$ cat src/rtl/decode_issue_queue_pkg.sv
`default_nettype none
// ============================================================================
//  Module   : decode_issue_queue_pkg
//  Purpose  : Shared constants for the fetch/decode boundary. The fetch stage
//             and the hazard unit import the same package.
//  Revision : 1.0 - initial release
// ============================================================================
package decode_issue_queue_pkg;

   // Bubble instruction shown to decode when the queue is empty
   localparam logic [31:0] NOP_INSTR          = 32'h0000_0000;

   // Default geometry of the decode issue queue
   localparam int          DECODE_QUEUE_DEPTH = 4;
   localparam int          DECODE_DATA_WIDTH  = 32;

endpackage : decode_issue_queue_pkg
`default_nettype wire

$ cat src/rtl/decode_queue_mem.sv
`default_nettype none
// ============================================================================
//  Module   : decode_queue_mem
//  Purpose  : DEPTH x WIDTH register array, one synchronous write port and one
//             asynchronous read port. Contents are not reset.
//  Revision : 1.0 - initial release
// ============================================================================
module decode_queue_mem #(
   parameter int WIDTH     = 64,
   parameter int DEPTH     = 4,
   parameter int PTR_WIDTH = 2
) (
   input  logic                 clock,
   input  logic                 wr_en_i,
   input  logic [PTR_WIDTH-1:0] wr_addr_i,
   input  logic [WIDTH-1:0]     wr_data_i,
   input  logic [PTR_WIDTH-1:0] rd_addr_i,
   output logic [WIDTH-1:0]     rd_data_o
);

   logic [WIDTH-1:0] mem_q [DEPTH];

   // Write the addressed entry on the rising edge; storage holds otherwise
   always_ff @(posedge clock) begin
      if (wr_en_i) begin
         mem_q[wr_addr_i] <= wr_data_i;
      end
   end

   // Fall-through read: head entry is visible without a clock edge
   assign rd_data_o = mem_q[rd_addr_i];

endmodule : decode_queue_mem
`default_nettype wire

$ cat src/rtl/decode_issue_queue.sv
`default_nettype none
// ============================================================================
//  Module   : decode_issue_queue
//  Purpose  : First-word-fall-through queue of {instruction, pc_plus_four}
//             between fetch and decode. Absorbs decode stalls and drops all
//             wrong-path entries when decode resolves a taken branch/jump.
//  Revision : 1.0 - initial release
// ============================================================================
module decode_issue_queue
   import decode_issue_queue_pkg::*;
#(
   parameter  int DATA_WIDTH = DECODE_DATA_WIDTH,
   parameter  int DEPTH      = DECODE_QUEUE_DEPTH,
   localparam int PTR_WIDTH  = $clog2(DEPTH)
) (
   input  logic                  clock,
   input  logic                  reset,
   input  logic                  fetch_valid,
   output logic                  fetch_ready,
   input  logic [DATA_WIDTH-1:0] instruction_f,
   input  logic [DATA_WIDTH-1:0] pc_plus_four_f,
   input  logic                  stall_d,
   input  logic                  flush,
   output logic                  valid_d,
   output logic [DATA_WIDTH-1:0] instruction_d,
   output logic [DATA_WIDTH-1:0] pc_plus_four_d,
   output logic [PTR_WIDTH:0]    count
);

   localparam logic [PTR_WIDTH:0]   FULL_COUNT = DEPTH[PTR_WIDTH:0];
   localparam logic [PTR_WIDTH:0]   COUNT_ONE  = 1;
   localparam logic [PTR_WIDTH-1:0] PTR_ONE    = 1;

   logic [PTR_WIDTH-1:0]    rd_ptr_q, rd_ptr_d;
   logic [PTR_WIDTH-1:0]    wr_ptr_q, wr_ptr_d;
   logic [PTR_WIDTH:0]      count_q, count_d;
   logic                    push;
   logic                    pop;
   logic [2*DATA_WIDTH-1:0] head_entry;

   // fetch_ready depends only on state and reset, never on stall_d or flush;
   // a push offered during a flush is dropped instead.
   assign valid_d     = (count_q != '0);
   assign fetch_ready = ~reset & (count_q != FULL_COUNT);
   assign pop         = valid_d & ~stall_d;
   assign push        = fetch_valid & fetch_ready & ~flush;

   // Next-state for pointers and occupancy; flush wins over push and pop
   always_comb begin
      rd_ptr_d = rd_ptr_q;
      wr_ptr_d = wr_ptr_q;
      count_d  = count_q;
      if (flush) begin
         rd_ptr_d = '0;
         wr_ptr_d = '0;
         count_d  = '0;
      end else begin
         if (push) begin
            wr_ptr_d = wr_ptr_q + PTR_ONE;
         end
         if (pop) begin
            rd_ptr_d = rd_ptr_q + PTR_ONE;
         end
         case ({push, pop})
            2'b10:   count_d = count_q + COUNT_ONE;
            2'b01:   count_d = count_q - COUNT_ONE;
            default: count_d = count_q;
         endcase
      end
   end

   // State register with asynchronous clear of pointers and occupancy
   always_ff @(posedge clock or posedge reset) begin
      if (reset) begin
         rd_ptr_q <= '0;
         wr_ptr_q <= '0;
         count_q  <= '0;
      end else begin
         rd_ptr_q <= rd_ptr_d;
         wr_ptr_q <= wr_ptr_d;
         count_q  <= count_d;
      end
   end

   decode_queue_mem #(
      .WIDTH     (2 * DATA_WIDTH),
      .DEPTH     (DEPTH),
      .PTR_WIDTH (PTR_WIDTH)
   ) u_mem (
      .clock     (clock),
      .wr_en_i   (push),
      .wr_addr_i (wr_ptr_q),
      .wr_data_i ({instruction_f, pc_plus_four_f}),
      .rd_addr_i (rd_ptr_q),
      .rd_data_o (head_entry)
   );

   // Empty queue presents a bubble rather than stale storage
   assign instruction_d  = valid_d ? head_entry[2*DATA_WIDTH-1:DATA_WIDTH]
                                   : DATA_WIDTH'(NOP_INSTR);
   assign pc_plus_four_d = valid_d ? head_entry[DATA_WIDTH-1:0] : '0;
   assign count          = count_q;

`ifndef SYNTHESIS
   // Occupancy bound, no overfill, and pointer/count consistency
   always @(posedge clock) begin
      if (!reset) begin
         assert (count_q <= FULL_COUNT);
         assert (!(push && (count_q == FULL_COUNT)));
         assert (wr_ptr_q == PTR_WIDTH'(rd_ptr_q + count_q[PTR_WIDTH-1:0]));
      end
   end
`endif

endmodule : decode_issue_queue
`default_nettype wire

$ cat config.mk
export PLATFORM = sky130hd
export DESIGN_NAME = decode_issue_queue
export DESIGN_NICKNAME = d
export VERILOG_FILES = /design/src/rtl/decode_issue_queue_pkg.sv /design/src/rtl/decode_queue_mem.sv /design/src/rtl/decode_issue_queue.sv
export SDC_FILE = /design/constraint.sdc
export NUM_CORES = 1
export LEC_CHECK = 0
export BUFFER_PORTS_ARGS = -buffer_cell sky130_fd_sc_hd__buf_2
export CORE_MARGIN = 2
export CORE_UTILIZATION = 30
export DETAILED_ROUTE_END_ITERATION = 16
export SLEW_MARGIN = 20
export SYNTH_ARGS = -nofsm -noshare
export SYNTH_HDL_FRONTEND = slang
export SYNTH_HIERARCHICAL = 1
export SYNTH_SLANG_ARGS = --single-unit
$ cat constraint.sdc
create_clock -name clock -period 9.55 [get_ports clock]
set_input_delay 0.4775 -clock clock [delete_from_list [all_inputs] [get_ports clock]]
set_output_delay 0.4775 -clock clock [all_outputs]
set_load 0.005 [all_outputs]
==> results of run 1 <==
==> metrics by stage <==
stage                     power [mW]  hold slack, ps
after floorplan                 1.71             286
after global placement          1.93             456
after detailed placement        1.93             452
after CTS                       2.95             125
after global routing            3.04             137
final                           2.89             162
==> state kept, by name, indices dropped and copies added, names as in the netlist <==
register     flops
rd_ptr_q         2
u_mem/mem_q    256
wr_ptr_q         2
count            3
==> power by group <==
| part | switching [mW] | internal (mW) | leakage, nW |
|---|---|---|---|
| Sequential | 0.0471 | 1.30 | 2.40 |
| Combinational | 0.251 | 0.279 | 1.30 |
| Clock | 0.409 | 0.602 | 0.413 |
| Total | 0.707 | 2.19 | 4.12 |
==> cell families after synthesis <==
logic type / synth area share (%)
DFF: 77.0
AOI/OAI and AO/OA: 0.282
xor gates and xnor gates: 0.502
muxes: 14.6
buffers and inverters: 2.00
adders and majority gates: 0.196
and+or+nand+nor: 5.40
==> area by class of cell <==
type | instances | area share, %
flip-flops and latches | 263 | 64.5
inverters | 2 | 0.0615
clock buffers | 37 | 6.19
multi-input cells | 164 | 17.7
well taps | 448 | 4.59
diodes | 1 | 0.0205
repair buffers | 145 | 6.13
clock inverters | 12 | 0.810
==> Yosys cell counts, types with 3 or more instances <==
cell type and instances:
and2_1 65, buf_12 6, buf_2 6, clkbuf_1 8
dfrtp_1 7, edfxtp_1 256, mux4_1 4, mux4_2 60
nor2_1 7, nor2b_1 3
==> worst max-delay path, cell delays in order, from the launching register on <==
cell and delay, ps:
dfrtp_4 820, buf_4 740, mux4_1 640, and2_1 150, buf_2 120
==> how the worst max path moves through the flow <==
stage	end	slack, ps	cells past startpoint
floorplan	u_mem/mem_q[0][0]$_DFFE_PP_	3160	4
global placement	pc_plus_four_d[0]	6490	4
detailed placement	pc_plus_four_d[0]	6480	4
CTS	pc_plus_four_d[0]	5900	4
global route	pc_plus_four_d[0]	5810	4
finish	pc_plus_four_d[1]	6070	4
==> routing by layer <==
| layer | global-route usage [%] | part of all wire, % | vias to the layer above |
|---|---|---|---|
| met5 | 0 | 0.14 | - |
| met4 | 2.55 | 2.1 | 4 |
| met3 | 3.02 | 6.1 | 35 |
| met2 | 19.0 | 50 | 121 |
| met1 | 13.9 | 42 | 2486 |
| li1 | - | - | 2135 |
==> reports/qor.txt, run 1 <==
Worst Hold Launch - pc_plus_four_f[27]
global-route wire length before repair - 30.0 mm
Req. time, crit path - 9070 ps
pwr/cell area - 237 nW/um^2
die width - 188 um
Placed Instances - 1,021
CP max FO - 36
Port Buf Inserts - 137
pin count of the biggest net entering global routing - 66
Final Hold Fails - 0
multi-input logic area - 2160 um^2
clock slew at reported path FFs - 60 ps
root buf cell - clkbuf_16
Hold Path End - u_mem/mem_q[0][27]$_DFFE_PP_
Layout area overhead - 19.5%
Worst Setup End Kind - primary output
Initial Util - 30.5%
H-tree levels - 1
ys flop type - edfxtp_1
Critical Path AT - 3000 ps
placed inst area - 11,300 um^2
Congestion Overflow GR - 0
CTS buffer count - 28
nets@finish - 674
Clock Latency Late Sink - 530 ps
Detail Route Antenna Nets - 0
status - finished clean
Synth area leader - edfxtp_1
final worst slack - 6070 ps
vias - 4,781
Routed WL - 19.8 mm
critical path launch point type - flop
Hold Path Depth - 1
worst-margin pin slew - 1020 ps
via-per-instance ratio - 4.46
setup bufs post-CTS - 0
vias in the first global route - 4,998
Detail Placement HPWL - 11.1 mm
fin cells - 1,072
Syn Nets - 521
worst min path class - primary input to flop
r2r endpoint - u_mem/mem_q[1][2]$_DFFE_PP_
Reg-to-Reg Start - count[2]$_DFFE_PP0P_
Final Core Density - 36.4%
synth top area cells - edfxtp_1 (75%), mux4_2 (13%), and2_1 (4.0%)
pre-CTS setup slack - 6480 ps
Core Region - 33,500 um^2
synth unique cells - 34
Max Cap Viol - 0
initial antenna violation count - 3
commonest non-fill, non-tap cell in the layout - edfxtp_1
register area - 7870 um^2
Slew HR - 32.2%
DR DRC count - 0
post-synthesis average cell area - 22.6 um^2
row count - 67
GPL Wtd Cong - 0.660
IO Count - 138
clk buf depth - 3
post-CTS sizing - 0
synthesized flop and latch total - 263
Async SR Flop Fraction - 2.66%
TritonRoute pass-1 iters - 4
CP Class - flop to primary output
CP Launch Point - rd_ptr_q[0]$_DFFE_PP0P_
crit path time final - 3480 ps
Yosys warning total - 6
setup TNS - 0 ps
Fin Clk Skew - 7.54 ps
Sink Count - 263
mapped cell area - 10,200 um^2
Final Cell Area - 12,200 um^2
Final Cycle Share - 36.4%
EDFF count, synth - 256
sequential area share after synthesis - 77.0%
Worst VDD drop - 0.145 mV
worst reg2reg path depth - 5
Die Ht - 188 um
die area - 35,500 um^2
# fillers - 3,166
Post-Syn Instances - 451
most frequent cells in the layout - edfxtp_1 (256), buf_2 (137), and2_1 (65)
Max Freq - 287 MHz
area share of the largest cell type after synthesis - 75.3%
Slew Viols, Final - 0
Avg WL per Cell - 18.4 um
setup violators final - 0
share of cells above drive strength 1 - 40.3%
Iteration-0 DRC Markers - 257
FF-to-FF setup slack - 6830 ps
Hold Buf Count CTS - 1
Static Leakage - 4.12 nW
RSZ-0062 raised after global routing - no
Total Routing Usage GR - 11.0%
TritonCTS clock tree - built
Power figures use the tool's default switching activity.
==> run 2, diff against run 1 <==
- ABC_AREA: unset -> 1
- clock period: 9.55 -> 3.62 ns (I/O delays scaled with it)
==> reports/qor.txt, run 2 <==
status - finished clean (unchanged)
worst-margin pin slew - 897 ps (was 1020 ps)
Final Hold Fails - 0 (unchanged)
initial antenna violation count - 0 (was 3)
CTS buffer count - 30 (was 28)
max reg flops - 256 (unchanged)
# fillers - 3,753 (was 3,166)
critical path launch point type - flop (unchanged)
Max Cap Viol - 0 (unchanged)
clock power share - 33.6% (was 35.0%)
Avg WL per Cell - 13.5 um (was 18.4 um)
Final Cell Area - 14,700 um^2 (was 12,200 um^2)
Req. time, crit path - 3440 ps (was 9070 ps)
pin count of the biggest net entering global routing - 82 (was 66)
vias in the first global route - 8,058 (was 4,998)
Initial Util - 30.4% (was 30.5%)
sequential area share after synthesis - 67.0% (was 77.0%)
final worst slack - 635 ps (was 6070 ps)
Max Freq - 335 MHz
clk buf depth - 3 (unchanged)
Post-Syn Instances - 1,200 (was 451)
Critical Path AT - 2800 ps (was 3000 ps)
Slew Viols, Final - 0 (unchanged)
mapped cell area - 11,700 um^2 (was 10,200 um^2)
Reg power frac - 40.4% (was 46.7%)
global-route wire length before repair - 42.0 mm (was 30.0 mm)
combinational share of power - 26.1% (was 18.3%)
pre-CTS setup slack - 1180 ps (was 6480 ps)
TritonCTS clock tree - built (unchanged)
Congestion Overflow GR - 0 (unchanged)
ys flop type - edfxtp_1 (unchanged)
fin cells - 1,946 (was 1,072)
Overall Power - 8.82 mW (was 2.89 mW)
Routed WL - 26.2 mm (was 19.8 mm)
synth top area cells - edfxtp_1 (65%), inv_1 (11%), nand2_1 (11%) (was edfxtp_1 (75%), mux4_2 (13%), and2_1 (4.0%))
setup violators final - 0 (unchanged)
Total Routing Usage GR - 13.0% (was 11.0%)
Yosys warning total - 6 (unchanged)
Final Cycle Share - 82.5%
Clock Latency Late Sink - 560 ps (was 530 ps)
Sw Pwr - 2.80 mW (was 0.707 mW)
Hold Path Depth - 6 (was 1)
placed inst area - 13,000 um^2 (was 11,300 um^2)
Slew HR - 40.2% (was 32.2%)
Syn Nets - 1,270 (was 521)
TritonRoute pass-1 iters - 5 (was 4)
area share of the largest cell type after synthesis - 65.5% (was 75.3%)
Async SR Flop Fraction - 2.66% (unchanged)
RSZ-0062 raised after global routing - no (unchanged)
CP max FO - 81 (was 36)
Worst Hold Launch - stall_d (was pc_plus_four_f[27])
Fin Clk Skew - 13.7 ps (was 7.54 ps)
Synth area leader - edfxtp_1 (unchanged)
GPL Wtd Cong - 0.712 (was 0.660)
post-CTS sizing - 0 (unchanged)
Static Leakage - 6.97 nW (was 4.12 nW)
synthesized flop and latch total - 263 (unchanged)
most frequent cells in the layout - nand2_1 (331), inv_1 (331), edfxtp_1 (256) (was edfxtp_1 (256), buf_2 (137), and2_1 (65))
post-synthesis average cell area - 9.78 um^2 (was 22.6 um^2)
worst reg2reg path depth - 7 (was 5)
internal power - 6.02 mW (was 2.19 mW)
leading cell types by count after synthesis - inv_1 (331), nand2_1 (331), edfxtp_1 (256) (was edfxtp_1 (256), and2_1 (65), mux4_2 (60))
multi-input logic area - 2390 um^2 (was 2160 um^2)
synth unique cells - 26 (was 34)
die area - 40,700 um^2 (was 35,500 um^2)
Hold Path End - rd_ptr_q[1]$_DFFE_PP0P_ (was u_mem/mem_q[0][27]$_DFFE_PP_)
setup bufs post-CTS - 0 (unchanged)
register area - 7870 um^2 (unchanged)
Detail Placement HPWL - 15.0 mm (was 11.1 mm)
die width - 202 um (was 188 um)
Die Ht - 202 um (was 188 um)
Layout area overhead - 24.9% (was 19.5%)
pwr/cell area - 602 nW/um^2 (was 237 nW/um^2)
Iteration-0 DRC Markers - 365 (was 257)
share of cells above drive strength 1 - 15.5% (was 40.3%)
EDFF count, synth - 256 (unchanged)
worst min path class - primary input to flop (unchanged)
Worst VDD drop - 0.398 mV (was 0.145 mV)
Port Buf Inserts - 137 (unchanged)
FF-to-FF setup slack - 1470 ps (was 6830 ps)
Reg-to-Reg Start - count[0]$_DFFE_PP0P_ (was count[2]$_DFFE_PP0P_)
clock slew at reported path FFs - 60 ps (about the same)
CP Class - flop to primary output (unchanged)
Top reg by flops - u_mem/mem_q (unchanged)
DR DRC count - 0 (unchanged)
row count - 72 (was 67)
Final Core Density - 37.9% (was 36.4%)
nets@finish - 1,476 (was 674)
Placed Instances - 1,825 (was 1,021)
ant diodes - 0 (was 1)
Hold Buf Count CTS - 67 (was 1)
vias - 7,987 (was 4,781)
r2r endpoint - u_mem/mem_q[1][33]$_DFFE_PP_ (was u_mem/mem_q[1][2]$_DFFE_PP_)
Sink Count - 263 (unchanged)
H-tree levels - 1 (unchanged)
Core Region - 38,600 um^2 (was 33,500 um^2)
Net Sw Frac - 31.7% (was 24.4%)
via-per-instance ratio - 4.10 (was 4.46)
IO Count - 138 (unchanged)
Detail Route Antenna Nets - 0 (unchanged)
crit path time final - 2990 ps
Worst Setup End Kind - primary output (unchanged)
root buf cell - clkbuf_16 (unchanged)
[run 2: cell count changes after synthesis, moves of 21 or more]
cell / change
nand2_1: +331
inv_1: +330
nand3_1: +132
and2_1: -65
mux4_2: -60
nor2_1: +59
buf_2: +21
[run 2: cell type report]
class / count / area share [%]
Sequential cell: 263 / 53.7
Multi-Input combinational cell: 553 / 16.3
Timing Repair Buffer: 221 / 10.2
Inverter: 337 / 8.68
Clock buffer: 36 / 5.69
Tap cell: 518 / 4.42
Clock inverter: 18 / 1.02
[run 2: logic make-up (layout without fill, tap and decap cells)]
| logic type | count (synthesis) | after routing | synth area share [%] |
|---|---|---|---|
| XOR/XNOR | 1 | 1 | 0.0746 |
| AND/OR/NAND/NOR | 541 | 541 | 19.1 |
| buffers and inverters | 384 | 612 | 13.1 |
| AO/OA/AOI/OAI | 10 | 10 | 0.586 |
| adder cells (fa/ha/maj) | 1 | 1 | 0.171 |
| flip-flops | 263 | 263 | 67.0 |
[run 2: worst max-delay path by stage]
stage                                       start                           to  slack, ps
after floorplan              count[0]$_DFFE_PP0P_  u_mem/mem_q[0][0]$_DFFE_PP_       -220
after global placement    rd_ptr_q[0]$_DFFE_PP0P_           pc_plus_four_d[31]       1190
after detailed placement  rd_ptr_q[0]$_DFFE_PP0P_            pc_plus_four_d[4]       1180
after CTS                 rd_ptr_q[0]$_DFFE_PP0P_           pc_plus_four_d[12]        550
after global routing      rd_ptr_q[0]$_DFFE_PP0P_           pc_plus_four_d[31]        310
final                     rd_ptr_q[0]$_DFFE_PP0P_           pc_plus_four_d[12]        630
[run 2: metrics by stage]
step	setup TNS (ps)	hold slack [ps]
5_1_grt	0	87.5
2_1_floorplan	-57430	-0.466
4_1_cts	0	24.1
3_5_place_dp	0	178
3_3_place_gp	0	174
6_report	0	66.3
[run 2: power by group through the flow]
stage,clock network [mW],logic (mW),registers [mW]
final,2.96,2.30,3.56
after global routing,3.17,2.66,3.58
after CTS,3.06,2.36,3.57
after detailed placement,0,2.29,3.63
after global placement,0,2.26,3.63
after floorplan,0,1.57,3.53
[run 2: layer usage]
metal | GRT usage (%) | share of wire (%) | up-vias
met2 | 23.6 | 49 | 192
met3 | 2.40 | 5.2 | 41
met5 | 0 | 0 | -
met4 | 3.73 | 2.5 | 0
li1 | - | - | 4074
met1 | 15.7 | 43 | 3680
[run 2: worst max-delay path, cell delays in order, from the launching register on]
cell and delay, ps:
dfrtp_4 800, buf_4 800, nand2_1 140, nand3_1 140
nand2_1 90, inv_1 60, nor2_1 40, buf_2 130
==> run 3, diff against run 2 <==
- clock period: 3.62 -> 2.6 ns (I/O delays scaled with it)
==> reports/qor.txt, run 3 (synthesis results as in run 2) <==
worst min path class - primary input to flop (unchanged)
setup bufs post-CTS - 0 (unchanged)
Detail Route Antenna Nets - 0 (unchanged)
CP max FO - 24 (was 81)
DR DRC count - 0 (unchanged)
clk buf depth - 3 (unchanged)
worst-margin pin slew - 620 ps (was 897 ps)
vias - 7,913 (was 7,987)
Port Buf Inserts - 137 (unchanged)
pwr/cell area - 840 nW/um^2 (was 602 nW/um^2)
die area - 40,700 um^2 (unchanged)
Req. time, crit path - 2470 ps (was 3440 ps)
pin count of the biggest net entering global routing - 66 (was 82)
Congestion Overflow GR - 0 (unchanged)
post-CTS sizing - 0 (unchanged)
Final Core Density - 38.2% (was 37.9%)
Hold Path Depth - 6 (unchanged)
Routed WL - 25.7 mm (was 26.2 mm)
Sw Pwr - 3.88 mW (was 2.80 mW)
fin cells - 1,949 (was 1,946)
r2r endpoint - count[2]$_DFFE_PP0P_ (was u_mem/mem_q[1][33]$_DFFE_PP_)
Initial Util - 30.4% (unchanged)
Net Sw Frac - 31.2% (was 31.7%)
Max Cap Viol - 0 (unchanged)
TritonCTS clock tree - built (unchanged)
status - finished clean (unchanged)
max reg flops - 256 (unchanged)
TritonRoute pass-1 iters - 5 (unchanged)
clock power share - 33.4% (was 33.6%)
Final Hold Fails - 0 (unchanged)
CTS buffer count - 29 (was 30)
nets@finish - 1,477 (was 1,476)
Worst VDD drop - 0.531 mV (was 0.398 mV)
Die Ht - 202 um (unchanged)
CP Class - flop to primary output (unchanged)
Worst Setup End Kind - primary output (unchanged)
Static Leakage - 6.98 nW (was 6.97 nW)
Detail Placement HPWL - 15.1 mm (was 15.0 mm)
Clock Latency Late Sink - 550 ps (was 560 ps)
Iteration-0 DRC Markers - 351 (was 365)
CP max stage delay - 440 ps (was 800 ps)
most frequent cells in the layout - inv_1 (330), nand2_1 (330), edfxtp_1 (256) (was nand2_1 (331), inv_1 (331), edfxtp_1 (256))
Reg power frac - 39.0% (was 40.4%)
setup violators final - 0 (unchanged)
Worst Hold Launch - stall_d (unchanged)
share of cells above drive strength 1 - 15.7% (was 15.5%)
FF-to-FF setup slack - 710 ps (was 1470 ps)
Core Region - 38,600 um^2 (unchanged)
worst reg2reg path depth - 13 (was 7)
crit path time final - 2380 ps
root buf cell - clkbuf_16 (unchanged)
die width - 202 um (unchanged)
IO Count - 138 (unchanged)
Top reg by flops - u_mem/mem_q (unchanged)
H-tree levels - 1 (unchanged)
Placed Instances - 1,827 (was 1,825)
Slew HR - 58.7% (was 40.2%)
RSZ-0062 raised after global routing - no (unchanged)
Critical Path Slowest Stage Cell - dfrtp_2 (was dfrtp_4)
clock slew at reported path FFs - 50 ps (was 60 ps)
initial antenna violation count - 1 (was 0)
Slew Viols, Final - 0 (unchanged)
Total Routing Usage GR - 12.8% (was 13.0%)
global-route wire length before repair - 41.5 mm (was 42.0 mm)
Avg WL per Cell - 13.2 um (was 13.5 um)
Overall Power - 12.4 mW (was 8.82 mW)
internal power - 8.53 mW (was 6.02 mW)
critical path, cell by cell - nor2_4 > nand2_4 > inv_2 > buf_4 > nor2_1 > buf_2 (was buf_4 > nand2_1 > nand3_1 > nand2_1 > inv_1 > nor2_1 > buf_2)
combinational share of power - 27.6% (was 26.1%)
critical path launch point type - flop (unchanged)
Fin Clk Skew - 7.43 ps (was 13.7 ps)
via-per-instance ratio - 4.06 (was 4.10)
Hold Path End - rd_ptr_q[1]$_DFFE_PP0P_ (unchanged)
Sink Count - 263 (unchanged)
vias in the first global route - 8,026 (was 8,058)
Final Cycle Share - 91.4%
GPL Wtd Cong - 0.714 (was 0.712)
Critical Path AT - 2250 ps (was 2800 ps)
Max Freq - 421 MHz
Layout area overhead - 25.8% (was 24.9%)
row count - 72 (unchanged)
Reg-to-Reg Start - count[1]$_DFFE_PP0P_ (was count[0]$_DFFE_PP0P_)
-- run 3: power by group through the flow --
stage          logic (mW)  registers, mW  clock network (mW)
2_1_floorplan        2.20           4.92                   0
3_3_place_gp         3.41           4.92                   0
3_5_place_dp         3.44           4.93                   0
4_1_cts              3.54           4.84                4.27
5_1_grt              3.97           4.85                4.43
6_report             3.43           4.84                4.14
-- run 3: worst max-delay path by stage --
stage / from / endpoint / depth (start not counted)
floorplan: count[0]$_DFFE_PP0P_ / u_mem/mem_q[0][0]$_DFFE_PP_ / 6
global placement: count[1]$_DFFE_PP0P_ / count[2]$_DFFE_PP0P_ / 13
detailed placement: count[1]$_DFFE_PP0P_ / count[2]$_DFFE_PP0P_ / 13
CTS: count[1]$_DFFE_PP0P_ / pc_plus_four_d[4] / 6
global route: count[1]$_DFFE_PP0P_ / pc_plus_four_d[4] / 6
finish: count[1]$_DFFE_PP0P_ / pc_plus_four_d[4] / 6
-- run 3: metrics by stage --
step | setup TNS, ps | cell area (um^2) | setup slack, ps | hold slack, ps
global placement | 0 | 13100 | 666 | 123
detailed placement | 0 | 13100 | 694 | 138
finish | 0 | 14800 | 222 | 32.8
global route | 0 | 14800 | 8.02 | 44.9
CTS | 0 | 14800 | 99.9 | 7.90
floorplan | -38840 | 11800 | -196 | -36.8
-- run 3: cell type report --
| class | instances | area, um^2 |
|---|---|---|
| fill | 3791 | 23900 |
| sequential | 263 | 7870 |
| multi-input combinational | 553 | 2400 |
| timing repair buffer | 223 | 1600 |
| inverter | 337 | 1280 |
| clock buffer | 35 | 748 |
| tap | 518 | 648 |
| clock inverter | 19 | 219 |
| antenna | 1 | 2.50 |
-- run 3: worst max-delay path, delay by kind of cell (launching register included) --
family	cells	cell delay, ps
buffers and inverters	3	900
and+or+nand+nor	3	350
DFF	1	440
-- run 3: layer usage --
| layer | up-vias | track usage [%] | wire, um |
|---|---|---|---|
| met5 | - | 0 | 0 |
| li1 | 4073 | - | - |
| met3 | 31 | 2.64 | 1060 |
| met2 | 129 | 23.5 | 13000 |
| met1 | 3680 | 15.5 | 11200 |
| met4 | 0 | 2.70 | 424 |
-- run 3: timing repair --
item                       CTS  global route
hold buffers                67             0
setup endpoints to repair    0             0
hold endpoints to repair   268             0
